[src/rtl/rotation_decoder.sv]
`default_nettype none
// ============================================================================
// Module      : rotation_decoder
// Description : Receive-side decoder for a rotator word stream. Compares each
//               sampled word against the previously sampled word (the
//               reference) and reports whether the stream moved one bit
//               left, one bit right, held, was ambiguous or broke. It also
//               tracks a modulo-WIDTH net position, saturating step/error
//               counters and a lock indication.
// Revision    : 1.0 - initial release
// ----------------------------------------------------------------------------
// Ports
//   clk         in   rising-edge clock
//   reset       in   synchronous active-low reset
//   data_in     in   [WIDTH-1:0] observed rotator output word
//   data_valid  in   data_in is sampled this cycle
//   clear       in   synchronous clear of position and counters
//   dir_left    out  pulse: sample was reference rotated left by 1
//   dir_right   out  pulse: sample was reference rotated right by 1
//   hold        out  pulse: sample equalled the reference
//   ambiguous   out  pulse: sample matched both rotations, not equality
//   mismatch    out  pulse: sample matched no rotation
//   position    out  [log2(WIDTH)-1:0] net rotation, modulo WIDTH
//   step_count  out  [CNT_W-1:0] left+right steps, saturating
//   err_count   out  [CNT_W-1:0] mismatches, saturating
//   locked      out  decoder is tracking cleanly
//   out_valid   out  strobe: classification outputs updated this cycle
// ============================================================================
module rotation_decoder #(
    parameter int WIDTH  = 8,
    parameter int CNT_W  = 16,
    parameter int LOCK_N = 3
) (
    input  logic                     clk,
    input  logic                     reset,
    input  logic [WIDTH-1:0]         data_in,
    input  logic                     data_valid,
    input  logic                     clear,
    output logic                     dir_left,
    output logic                     dir_right,
    output logic                     hold,
    output logic                     ambiguous,
    output logic                     mismatch,
    output logic [$clog2(WIDTH)-1:0] position,
    output logic [CNT_W-1:0]         step_count,
    output logic [CNT_W-1:0]         err_count,
    output logic                     locked,
    output logic                     out_valid
);

    localparam int POS_W = $clog2(WIDTH);
    // Run counter only has to reach LOCK_N while in SYNC.
    localparam int RUN_W = $clog2(LOCK_N + 1);

    localparam logic [RUN_W-1:0] c_lock_n = RUN_W'(LOCK_N);

    // State encoding
    localparam logic [1:0] c_empty  = 2'd0;
    localparam logic [1:0] c_sync   = 2'd1;
    localparam logic [1:0] c_locked = 2'd2;

    // ------------------------------------------------------------------------
    // Registers
    // ------------------------------------------------------------------------
    logic [1:0]       r_state;
    logic [WIDTH-1:0] r_ref;
    logic [RUN_W-1:0] r_run;
    logic             r_dir_left;
    logic             r_dir_right;
    logic             r_hold;
    logic             r_ambiguous;
    logic             r_mismatch;
    logic [POS_W-1:0] r_position;
    logic [CNT_W-1:0] r_step_count;
    logic [CNT_W-1:0] r_err_count;
    logic             r_locked;
    logic             r_out_valid;

    // ------------------------------------------------------------------------
    // Classification of data_in against the reference
    // ------------------------------------------------------------------------
    logic [WIDTH-1:0] w_rotl;
    logic [WIDTH-1:0] w_rotr;
    logic             w_eq;
    logic             w_match_l;
    logic             w_match_r;
    logic             w_is_hold;
    logic             w_is_amb;
    logic             w_is_left;
    logic             w_is_right;
    logic             w_is_mis;
    logic             w_clean;
    logic             w_classify;
    logic [RUN_W-1:0] w_run_inc;

    assign w_rotl    = {r_ref[WIDTH-2:0], r_ref[WIDTH-1]};
    assign w_rotr    = {r_ref[0], r_ref[WIDTH-1:1]};
    assign w_eq      = (data_in == r_ref);
    assign w_match_l = (data_in == w_rotl);
    assign w_match_r = (data_in == w_rotr);

    // Equality has top priority: for all-zeros/all-ones words every rotation
    // equals the reference, and that must read as hold, not ambiguous.
    assign w_is_hold  = w_eq;
    assign w_is_amb   = !w_eq && w_match_l && w_match_r;
    assign w_is_left  = !w_eq && w_match_l && !w_match_r;
    assign w_is_right = !w_eq && !w_match_l && w_match_r;
    assign w_is_mis   = !w_eq && !w_match_l && !w_match_r;
    assign w_clean    = w_is_hold || w_is_left || w_is_right;

    // The first sample after EMPTY only seeds the reference.
    assign w_classify = data_valid && (r_state != c_empty);
    assign w_run_inc  = r_run + 1'b1;

    // ------------------------------------------------------------------------
    // Next position / counter values. clear overrides any classified update.
    // ------------------------------------------------------------------------
    logic [POS_W-1:0] w_position_nxt;
    logic [CNT_W-1:0] w_step_nxt;
    logic [CNT_W-1:0] w_err_nxt;

    always_comb begin
        w_position_nxt = r_position;
        w_step_nxt     = r_step_count;
        w_err_nxt      = r_err_count;

        if (w_classify) begin
            if (w_is_left) begin
                w_position_nxt = r_position + 1'b1;
            end else if (w_is_right) begin
                w_position_nxt = r_position - 1'b1;
            end

            if ((w_is_left || w_is_right) && !(&r_step_count)) begin
                w_step_nxt = r_step_count + 1'b1;
            end

            if (w_is_mis && !(&r_err_count)) begin
                w_err_nxt = r_err_count + 1'b1;
            end
        end

        if (clear) begin
            w_position_nxt = '0;
            w_step_nxt     = '0;
            w_err_nxt      = '0;
        end
    end

    // ------------------------------------------------------------------------
    // Sequential logic
    // ------------------------------------------------------------------------
    always_ff @(posedge clk) begin
        if (!reset) begin
            r_state      <= c_empty;
            r_ref        <= '0;
            r_run        <= '0;
            r_dir_left   <= 1'b0;
            r_dir_right  <= 1'b0;
            r_hold       <= 1'b0;
            r_ambiguous  <= 1'b0;
            r_mismatch   <= 1'b0;
            r_position   <= '0;
            r_step_count <= '0;
            r_err_count  <= '0;
            r_locked     <= 1'b0;
            r_out_valid  <= 1'b0;
        end else begin
            // Flags are single-cycle pulses qualified by out_valid.
            r_out_valid  <= w_classify;
            r_dir_left   <= w_classify && w_is_left;
            r_dir_right  <= w_classify && w_is_right;
            r_hold       <= w_classify && w_is_hold;
            r_ambiguous  <= w_classify && w_is_amb;
            r_mismatch   <= w_classify && w_is_mis;

            r_position   <= w_position_nxt;
            r_step_count <= w_step_nxt;
            r_err_count  <= w_err_nxt;

            // The reference always follows the latest sample, so a mismatch
            // resynchronises on the offending word.
            if (data_valid) begin
                r_ref <= data_in;
            end

            case (r_state)
                c_empty: begin
                    if (data_valid) begin
                        r_state <= c_sync;
                        r_run   <= '0;
                    end
                end

                c_sync: begin
                    if (data_valid) begin
                        if (w_clean) begin
                            if (w_run_inc >= c_lock_n) begin
                                r_state  <= c_locked;
                                r_locked <= 1'b1;
                                r_run    <= '0;
                            end else begin
                                r_run <= w_run_inc;
                            end
                        end else begin
                            r_run <= '0;
                        end
                    end
                end

                c_locked: begin
                    if (data_valid && !w_clean) begin
                        r_state  <= c_sync;
                        r_locked <= 1'b0;
                        r_run    <= '0;
                    end
                end

                default: begin
                    // Unused encoding: recover through a fresh capture.
                    r_state  <= c_empty;
                    r_locked <= 1'b0;
                    r_run    <= '0;
                end
            endcase
        end
    end

    // ------------------------------------------------------------------------
    // Outputs
    // ------------------------------------------------------------------------
    assign dir_left   = r_dir_left;
    assign dir_right  = r_dir_right;
    assign hold       = r_hold;
    assign ambiguous  = r_ambiguous;
    assign mismatch   = r_mismatch;
    assign position   = r_position;
    assign step_count = r_step_count;
    assign err_count  = r_err_count;
    assign locked     = r_locked;
    assign out_valid  = r_out_valid;

endmodule
`default_nettype wire
[config.mk]
export PLATFORM = sky130hd
export DESIGN_NAME = rotation_decoder
export DESIGN_NICKNAME = d
export VERILOG_FILES = /design/src/rtl/rotation_decoder.sv
export SDC_FILE = /design/constraint.sdc
export NUM_CORES = 1
export LEC_CHECK = 0
export ABC_AREA = 1
export CAP_MARGIN = 20
export CELL_PAD_IN_SITES_DETAIL_PLACEMENT = 0
export CELL_PAD_IN_SITES_GLOBAL_PLACEMENT = 1
export CORE_MARGIN = 2
export CORE_UTILIZATION = 37
export DETAILED_ROUTE_END_ITERATION = 7
export PLACE_DENSITY = 0.87
export SYNTH_ARGS = -nofsm -noshare
export SYNTH_HDL_FRONTEND = slang
export SYNTH_SLANG_ARGS = --single-unit
export TNS_END_PERCENT = 1
[constraint.sdc]
create_clock -name clk -period 2.9 [get_ports clk]
set_clock_uncertainty 0.15 [all_clocks]
set_input_delay 0.87 -clock clk [delete_from_list [all_inputs] [get_ports clk]]
set_output_delay 0.87 -clock clk [all_outputs]
set_load 0.02 [all_outputs]
==> results.ini, run 1 <==
[run_status]
status=finished clean

[power_and_ir_drop]
powerDensity_nw_per_um2=353
peakVddDrop_v=0.000202
finalPower_mw=1.48
p_leak_nw=1.67

[die]
die_w_um=97.2
rows=33
start_util_pct=38.7
design.core.area_sq_um=8300
die_area_sq_um=9450
pin_count=54
die_h_um=97.2

[sta]
finalCriticalPeriod_ps=2730
setup_violations=0
hold_violations=0
maxSlewHeadroom_pct=45.2
worst_pin_slew_ps=822
fmax_mhz=366
slew_viol_final=0
hold_ws_ps=302
rsz0062_at_grt=true
min_period_over_period_pct=94.2
tns_ps=0

[flow_run]
max-cap-violations=0

[worst_setup_path]
worstReg2RegEnd=step_count[15]
worstPathArrival_ps=2790
r2r_slack_ps=690
r2r_cells=8
crit_fanout=3
crit_start=data_in[3]
reg2reg_from=step_count[0]
cp-start-kind=input pin
endpoint_kind=flop
worst_ep_required_time_ps=2960
worstSetupPathType=input pin to flop
endpoint=position[1]

[synth]
synth_edf_count=0
synth_cell_types=32
yosysMostFrequentCell=nand2_1
ys_ff_latch=54
avgSynthCellArea_sq_um=6.60
synth_top_area_share_pct=33.6
ys_seq_area_share_pct=33.6
synth_nets=502
synthCells=487
synth-main-ff-cell=dfxtp_1
ys_warn_count=0
async_reset_ff_share_pct=0
synth.largest_area_cell=dfxtp_1
mappedNetlistArea_sq_um=3210
synth.top_cells.by_area=dfxtp_1, nand2_1, a21oi_1, nor2_1, inv_1
synth_commonest_cells=nand2_1, nor2_1, dfxtp_1

[final_layout]
n_antenna_cell=0
final_cells=674
area_growth_pct=30.3
nets=583
drive_above_1_share_pct=11.4
fill_cells=860

[cts]
path_clk_slew_ps=100
cts_tree=built
cts_sinks=54
insertion_delay_ps=310
cts_buffers=5
clockBufferDepth=2
h-tree-depth=2
clock-root-buffer=clkbuf_8

[global_route]
grt_overflow_total=0
grtUsageTotal_pct=17.3
grt_pass1_wl_mm=13.8
antenna_found_initial=0
grt_pass1_vias=2956
grt_max_degree=25

[place]
dp.cells=665
hpwl_mm=6.07
io_buffers=53
gp_congestion=0.837

[route]
drt-pass1-iter-count=4
drc_errors=0
avgRoutedWirePerCell_um=11.7
drtAntennaViolNets=0
vias=3210
vias_per_cell=4.76
routed_wl_mm=7.91
dr.first_iter.drc_count=141

[hold_path]
hp-class=flop to flop

## cell families (layout without fill, tap and decap cells)
logic type,count (synthesis),after routing,synth area share (%)
buffers and inverters,69,151,9.19
xor gates and xnor gates,34,34,9.27
DFF,54,54,33.6
adders and majority gates,3,3,1.40
AOI/OAI and AO/OA,60,60,9.89
and+or+nand+nor,267,267,36.6
## per-layer routing
layer	vias up	share of wire (%)	track usage [%]
li1	1713	-	-
met1	1435	51	24.1
met3	6	3.1	2.37
met2	56	45	27.9
met4	0	1.2	4.66
met5	-	0	0
## through the flow
step / worst slack [ps] / area (sq um) / utilization (%)
after global routing: -17.6 / 4190 / 50.4
after detailed placement: -196 / 4070 / 49.1
final: 169 / 4190 / 50.4
after CTS: 149 / 4160 / 50.1
after floorplan: 325 / 3210 / -
after global placement: -169 / 4070 / 49.1
## where the power goes
part           internal [mW]  switching, mW
Clock                  0.171          0.258
Sequential             0.761         0.0209
Combinational          0.113          0.152
## cells in the final DEF (no fill, tap or decap), drive strengths merged
| cell type | synthesis | layout |
|---|---|---|
| nand2 | 149 | 149 |
| nor2 | 59 | 59 |
| dfxtp | 54 | 54 |
| inv | 53 | 53 |
| clkdlybuf4s50 | 0 | 51 |
| a21oi | 46 | 46 |
| buf | 9 | 37 |
| nand3 | 26 | 26 |
| nand4 | 22 | 22 |
| xnor2 | 19 | 19 |
| xor2 | 15 | 15 |
| o21ai | 13 | 13 |
| nor3 | 6 | 6 |
| clkbuf | 7 | 6 |
| nor4 | 2 | 2 |
| ha | 2 | 2 |
| dlymetal6s2s | 0 | 2 |
| clkinv | 0 | 2 |
| nor3b | 1 | 1 |
| or2 | 1 | 1 |
| and3 | 1 | 1 |
| o21bai | 1 | 1 |
| fa | 1 | 1 |
## worst max-delay path: stages
cell             delay [ps]
clkdlybuf4s50_1         510
inv_1                    70
buf_4                   130
nand2_1                  50
nand2_1                  50
nor2_1                  120
inv_1                    50
nor2_1                  120
nand2_2                 100
nand3_4                  80
fa_2                    420
o21ai_0                 160
nor2_1                   50
## timing repair
item | 4_1_cts | 5_1_grt
hold endpoints to repair | 0 | 0
hold buffers | 0 | 0
resized for setup | 0 | 7
setup buffers | 0 | 1
endpoints found under the setup margin | 0 | 9
## sequential cells by signal (all words and copies together) (netlist names), 2 cells and up
name        cells
r_state         2
r_ref           8
r_run           2
position        3
err_count      16
step_count     16
## worst min-delay path by stage
stage / from / cells after the start / endpoint
finish: locked / 2 / locked
global route: locked / 2 / locked
CTS: locked / 2 / locked
detailed placement: locked / 2 / locked
global placement: locked / 2 / locked
floorplan: r_run[1] / 2 / r_run[1]
## area by class of cell
cell class / instances / area, sq um / area share (%)
clock buffer: 6 / 72.6 / 1.73
sequential: 54 / 1080 / 25.8
tap: 105 / 131 / 3.14
multi-input combinational: 364 / 1850 / 44.2
clock inverter: 2 / 13.8 / 0.329
timing repair buffer: 90 / 838 / 20.0
inverter: 53 / 199 / 4.75
No activity file was read; power rests on OpenSTA's default activity.
==> run 2: changes to the inputs <==
Settings changed: GPL_ROUTABILITY_DRIVEN set to 0, REMOVE_ABC_BUFFERS set to 1, SETUP_SLACK_MARGIN set to 0.5.
==> run 2 against run 1 <==
Effect of this change: non-clock buffer count shrank 3; total power increased by 4.6%; register-to-register slack got worse by 20 ps; setup slack improved by 290 ps; fmax increased by 12%; critical path depth down 12; clock power up 18%; cell area fell by 0.51%; sequential share of layout area increased by 0.13 points; sequential power about the same; die area unchanged; cell count shrank 0.45%; critical endpoint is now err_count[11].
==> results.ini, run 2 (synthesized netlist as in run 1, its figures left out) <==
[route]
avgRoutedWirePerCell_um=12.0  ; was 11.7 um
met3WireLength_um=289  ; was 247 um
drtAntennaViolNets=0  ; unchanged
vias=3253  ; was 3,210
met2_length_mm=3.54  ; was 3.53 mm
drt-met1-wl_mm=4.08  ; was 4.04 mm
top_layer=met4  ; unchanged
drc_errors=0  ; unchanged
dr.first_iter.drc_count=113  ; was 141
routed_wl_mm=8.05  ; was 7.91 mm
drt-pass1-iter-count=4  ; unchanged
vias_per_cell=4.85  ; was 4.76

[run_status]
status=finished clean  ; unchanged

[die]
die_h_um=97.2  ; unchanged
start_util_pct=38.7  ; unchanged
die_w_um=97.2  ; unchanged
design.core.area_sq_um=8300  ; unchanged
pin_count=54  ; unchanged
die_area_sq_um=9450  ; unchanged
rows=33  ; unchanged

[sta]
worst_pin_slew_ps=838  ; was 822 ps
fmax_mhz=410  ; was 366 MHz
hold_ws_ps=302  ; about the same
maxSlewHeadroom_pct=44.1  ; was 45.2%
slew_viol_final=0  ; unchanged
finalWorstSetupSlack_ps=459  ; was 169 ps
setup_violations=0  ; unchanged
min_period_over_period_pct=84.2  ; was 94.2%
tns_ps=0  ; unchanged
finalCriticalPeriod_ps=2440  ; was 2730 ps
hold_violations=0  ; unchanged
rsz0062_at_grt=true  ; unchanged

[power_and_ir_drop]
finalPower_mw=1.54  ; was 1.48 mW
p_leak_nw=1.66  ; was 1.67 nW
power_switching_mw=0.422  ; was 0.430 mW
pwr-share-clk_pct=32.8  ; was 29.1%
powerDensity_nw_per_um2=371  ; was 353 nW/um^2
seqPwrFrac_pct=50.7  ; was 53.0%
sw_frac_of_total_pct=27.3  ; was 29.1%
peakVddDrop_v=0.000265  ; was 0.000202 V
cell_internal_pwr_mw=1.12  ; was 1.05 mW
p_comb_share_pct=16.6  ; was 18.0%

[worst_setup_path]
path_cells=clkdlybuf4s50_1  ; was clkdlybuf4s50_1 -> inv_1 -> buf_4 -> nand2_1 -> nand2_1 -> nor2_1 -> inv_1 -> nor2_1 -> nand2_2 -> nand3_4 -> fa_2 -> o21ai_0 -> nor2_1
cp_slowest_stage_delay_ps=660  ; was 510 ps
cp_num_buf_inv=1  ; was 4
cp-start-kind=flop  ; was input pin
worst_ep_required_time_ps=1880  ; was 2960 ps
worstPathArrival_ps=1420  ; was 2790 ps
crit_slowest_cell=clkdlybuf4s50_1  ; unchanged
endpoint_kind=primary output  ; was flop
worstSetupPathType=flop to primary output  ; was input pin to flop
crit_fanout=6  ; was 3
cp_top_family=buffers and inverters  ; unchanged

[cts]
path_clk_slew_ps=100  ; about the same
cts_tree=built  ; unchanged
cts_hold_buf=0  ; unchanged
h-tree-depth=2  ; unchanged
cts_sinks=54  ; unchanged
insertion_delay_ps=310  ; about the same
cts_buffers=5  ; unchanged
clock-root-buffer=clkbuf_8  ; unchanged
clockBufferDepth=2  ; unchanged

[final_layout]
layout_common_cells=nand2_1, dfxtp_1, nor2_1  ; was nand2_1, nor2_1, dfxtp_1
multi_input_area_sq_um=1870  ; was 1850 sq um
area_growth_pct=29.6  ; was 30.3%
drive_above_1_share_pct=13.4  ; was 11.4%
nets=580  ; was 583
regArea_sq_um=1080  ; unchanged
final_common_cell=nand2_1  ; unchanged
fill_cells=843  ; was 860
n_antenna_cell=0  ; unchanged

[global_route]
antenna_found_initial=0  ; unchanged
grt_pass1_vias=2943  ; was 2,956
grt_max_degree=25  ; unchanged
grt_overflow_total=0  ; unchanged
grt_pass1_wl_mm=13.5  ; was 13.8 mm
grtUsageTotal_pct=17.1  ; was 17.3%

[place]
io_buffers=53  ; unchanged
hpwl_mm=6.18  ; was 6.07 mm
pre_cts_slack_ps=-219  ; was -196 ps

[hold_path]
hp-class=flop to flop  ; unchanged

[flow_run]
max-cap-violations=0  ; unchanged

run 2: worst paths after layout:
check	startpoint	end	slack [ps]	cells past startpoint
max	err_count[11]	err_count[11]	460	1
min	locked	locked	300	2
max reg2reg	step_count[0]	step_count[15]	670	8
min reg2reg	locked	locked	300	2
run 2: layer usage:
metal | vias to the layer above | global-route usage, %
li1 | 1708 | -
met1 | 1472 | 22.9
met2 | 61 | 27.8
met3 | 12 | 3.67
met4 | 0 | 4.88
met5 | - | 0
run 2: cell type report:
cell class,instances,share of cell area (%)
clock buffer,7,1.83
clock inverter,1,0.721
inverter,53,4.78
multi-input combinational,364,45.0
sequential,54,26.0
tap,105,3.16
timing repair buffer,87,18.6
run 2: timing repair:
action / CTS / global route
pin swaps: 8 / 6
setup endpoints to repair: 60 / 70
endpoints found under the hold margin: 0 / 0
resized for setup: 20 / 22
setup buffers: 3 / 0
run 2: stage by stage:
step                      instances  cell area (sq um)  util [%]
after floorplan                 471               3120         -
after global placement          660               4020      48.5
after detailed placement        660               4020      48.5
after CTS                       671               4160      50.1
after global routing            671               4160      50.2
final                           671               4160      50.2
run 2: power groups by stage:
stage	Combinational [mW]	Clock, mW	Sequential [mW]
after floorplan	0.144	0	0.801
after global placement	0.250	0	0.799
final	0.256	0.506	0.782
after CTS	0.255	0.531	0.782
after detailed placement	0.254	0	0.800
after global routing	0.285	0.555	0.786
run 2: worst register-to-register path: cells and delay by family (launching register included):
kind / cells / cell delay (ps)
AND/OR/NAND/NOR: 5 / 1080
buffers and inverters: 1 / 150
flip-flops: 1 / 450
AO/OA/AOI/OAI: 1 / 120
adder cells (fa/ha/maj): 1 / 220
==> run 3: changes to the inputs <==
Clock period 2.9 ns to 2.5 ns, I/O delays scaled along.
==> run 3 against run 2 <==
Effect of this change: register-to-register slack got worse by 310 ps; via count fell by 0.12%; non-clock buffer count is 4 higher; combinational power grew 27%; first-iteration DRC count rose by 25%; count of clock-buffer cells in the layout decreased by 2; largest cell class unchanged; total power grew 11%; hold slack gained 6.3 ps; cell count up 0.60%.
==> results.ini, run 3 (synthesized netlist as in run 1, its figures left out) <==
[worst_setup_path]
cp-start-kind=flop  ; unchanged
cp_num_buf_inv=1  ; unchanged
cp_slowest_stage_delay_ps=630  ; was 660 ps
cp_top_family=buffers and inverters  ; unchanged
path_cells=clkdlybuf4s50_1  ; unchanged
worst_ep_required_time_ps=1600  ; was 1880 ps
crit_slowest_cell=clkdlybuf4s50_1  ; unchanged
endpoint_kind=primary output  ; unchanged
worstSetupPathType=flop to primary output  ; unchanged
crit_fanout=5  ; was 6
worstPathArrival_ps=1360  ; was 1420 ps

[die]
die_h_um=97.2  ; unchanged
rows=33  ; unchanged
pin_count=54  ; unchanged
design.core.area_sq_um=8300  ; unchanged
die_w_um=97.2  ; unchanged
die_area_sq_um=9450  ; unchanged
start_util_pct=38.7  ; unchanged

[place]
io_buffers=53  ; unchanged
dp.cells=664  ; was 660
pre_cts_slack_ps=-492  ; was -219 ps
hpwl_mm=6.14  ; was 6.18 mm
placed_area_sq_um=4050  ; was 4020 sq um

[sta]
fmax_mhz=442
finalCriticalPeriod_ps=2260
hold_violations=0  ; unchanged
rsz0062_at_grt=true  ; unchanged
maxSlewHeadroom_pct=69.0  ; was 44.1%
setup_violations=0  ; unchanged
slew_viol_final=0  ; unchanged
min_period_over_period_pct=90.4
finalWorstSetupSlack_ps=239  ; was 459 ps
worst_pin_slew_ps=464  ; was 838 ps
tns_ps=0  ; unchanged
hold_ws_ps=308  ; was 302 ps

[flow_run]
max-cap-violations=0  ; unchanged

[global_route]
antenna_found_initial=0  ; unchanged
grt_pass1_vias=3013  ; was 2,943
grt_max_degree=19  ; was 25
grt_overflow_total=0  ; unchanged
grt_pass1_wl_mm=13.8  ; was 13.5 mm
grtUsageTotal_pct=17.2  ; was 17.1%

[final_layout]
n_antenna_cell=0  ; unchanged
post-route-util_pct=51.6  ; was 50.2%
final_common_cell=nand2_1  ; unchanged
fin_area_sq_um=4280  ; was 4160 sq um
drive_above_1_share_pct=18.8  ; was 13.4%
final_cells=675  ; was 671
nets=585  ; was 580
area_growth_pct=33.3  ; was 29.6%
layout_common_cells=nand2_1, dfxtp_1, nor2_1  ; unchanged

[power_and_ir_drop]
peakVddDrop_v=0.000203  ; was 0.000265 V
p_leak_nw=1.81  ; was 1.66 nW
powerDensity_nw_per_um2=401  ; was 371 nW/um^2
finalPower_mw=1.72  ; was 1.54 mW

[route]
dr.first_iter.drc_count=141  ; was 113
drc_errors=0  ; unchanged
routed_wl_mm=8.21  ; was 8.05 mm
drtAntennaViolNets=0  ; unchanged
vias=3249  ; was 3,253
vias_per_cell=4.81  ; was 4.85
avgRoutedWirePerCell_um=12.2  ; was 12.0 um
drt-pass1-iter-count=5  ; was 4

[cts]
cts_buffers=5  ; unchanged
insertion_delay_ps=310  ; about the same
clock-root-buffer=clkbuf_8  ; unchanged
cts_hold_buf=0  ; unchanged
clockBufferDepth=2  ; unchanged
cts_tree=built  ; unchanged
h-tree-depth=2  ; unchanged
path_clk_slew_ps=100  ; about the same
cts_sinks=54  ; unchanged

[hold_path]
hp-class=flop to flop  ; unchanged

[run_status]
status=finished clean  ; unchanged

run 3: layout make-up:
| type | instances | area [sq um] |
|---|---|---|
| clock inverters | 2 | 13.8 |
| fillers | 820 | 4020 |
| multi-input cells | 365 | 1980 |
| repair buffers | 91 | 808 |
| flip-flops and latches | 54 | 1080 |
| inverters | 53 | 201 |
| clock buffers | 5 | 68.8 |
| well taps | 105 | 131 |
run 3: power breakdown:
| part | internal (mW) | switching, mW |
|---|---|---|
| Clock | 0.194 | 0.290 |
| Combinational | 0.135 | 0.191 |
| Sequential | 0.883 | 0.0255 |
| Total | 1.21 | 0.507 |
run 3: path summary, 6_finish.rpt:
kind / from / endpoint / slack [ps] / depth (start not counted)
setup / recovery: err_count[13] / err_count[13] / 240 / 1
hold / removal: locked / locked / 310 / 2
setup reg to reg: r_ref[5] / position[2] / 360 / 13
hold reg to reg: locked / locked / 310 / 2
run 3: timing repair:
item | in CTS | in global routing
gates resized for setup | 60 | 49
endpoints found under the setup margin | 86 | 86
pin swaps | 14 | 21
setup buffers | 3 | 0
cloned | 0 | 1
run 3: routing by layer:
metal	GRT usage, %	part of all wire (%)
met2	27.8	45
met1	24.0	51
met4	4.12	1.3
met5	0	0
met3	2.59	3.1
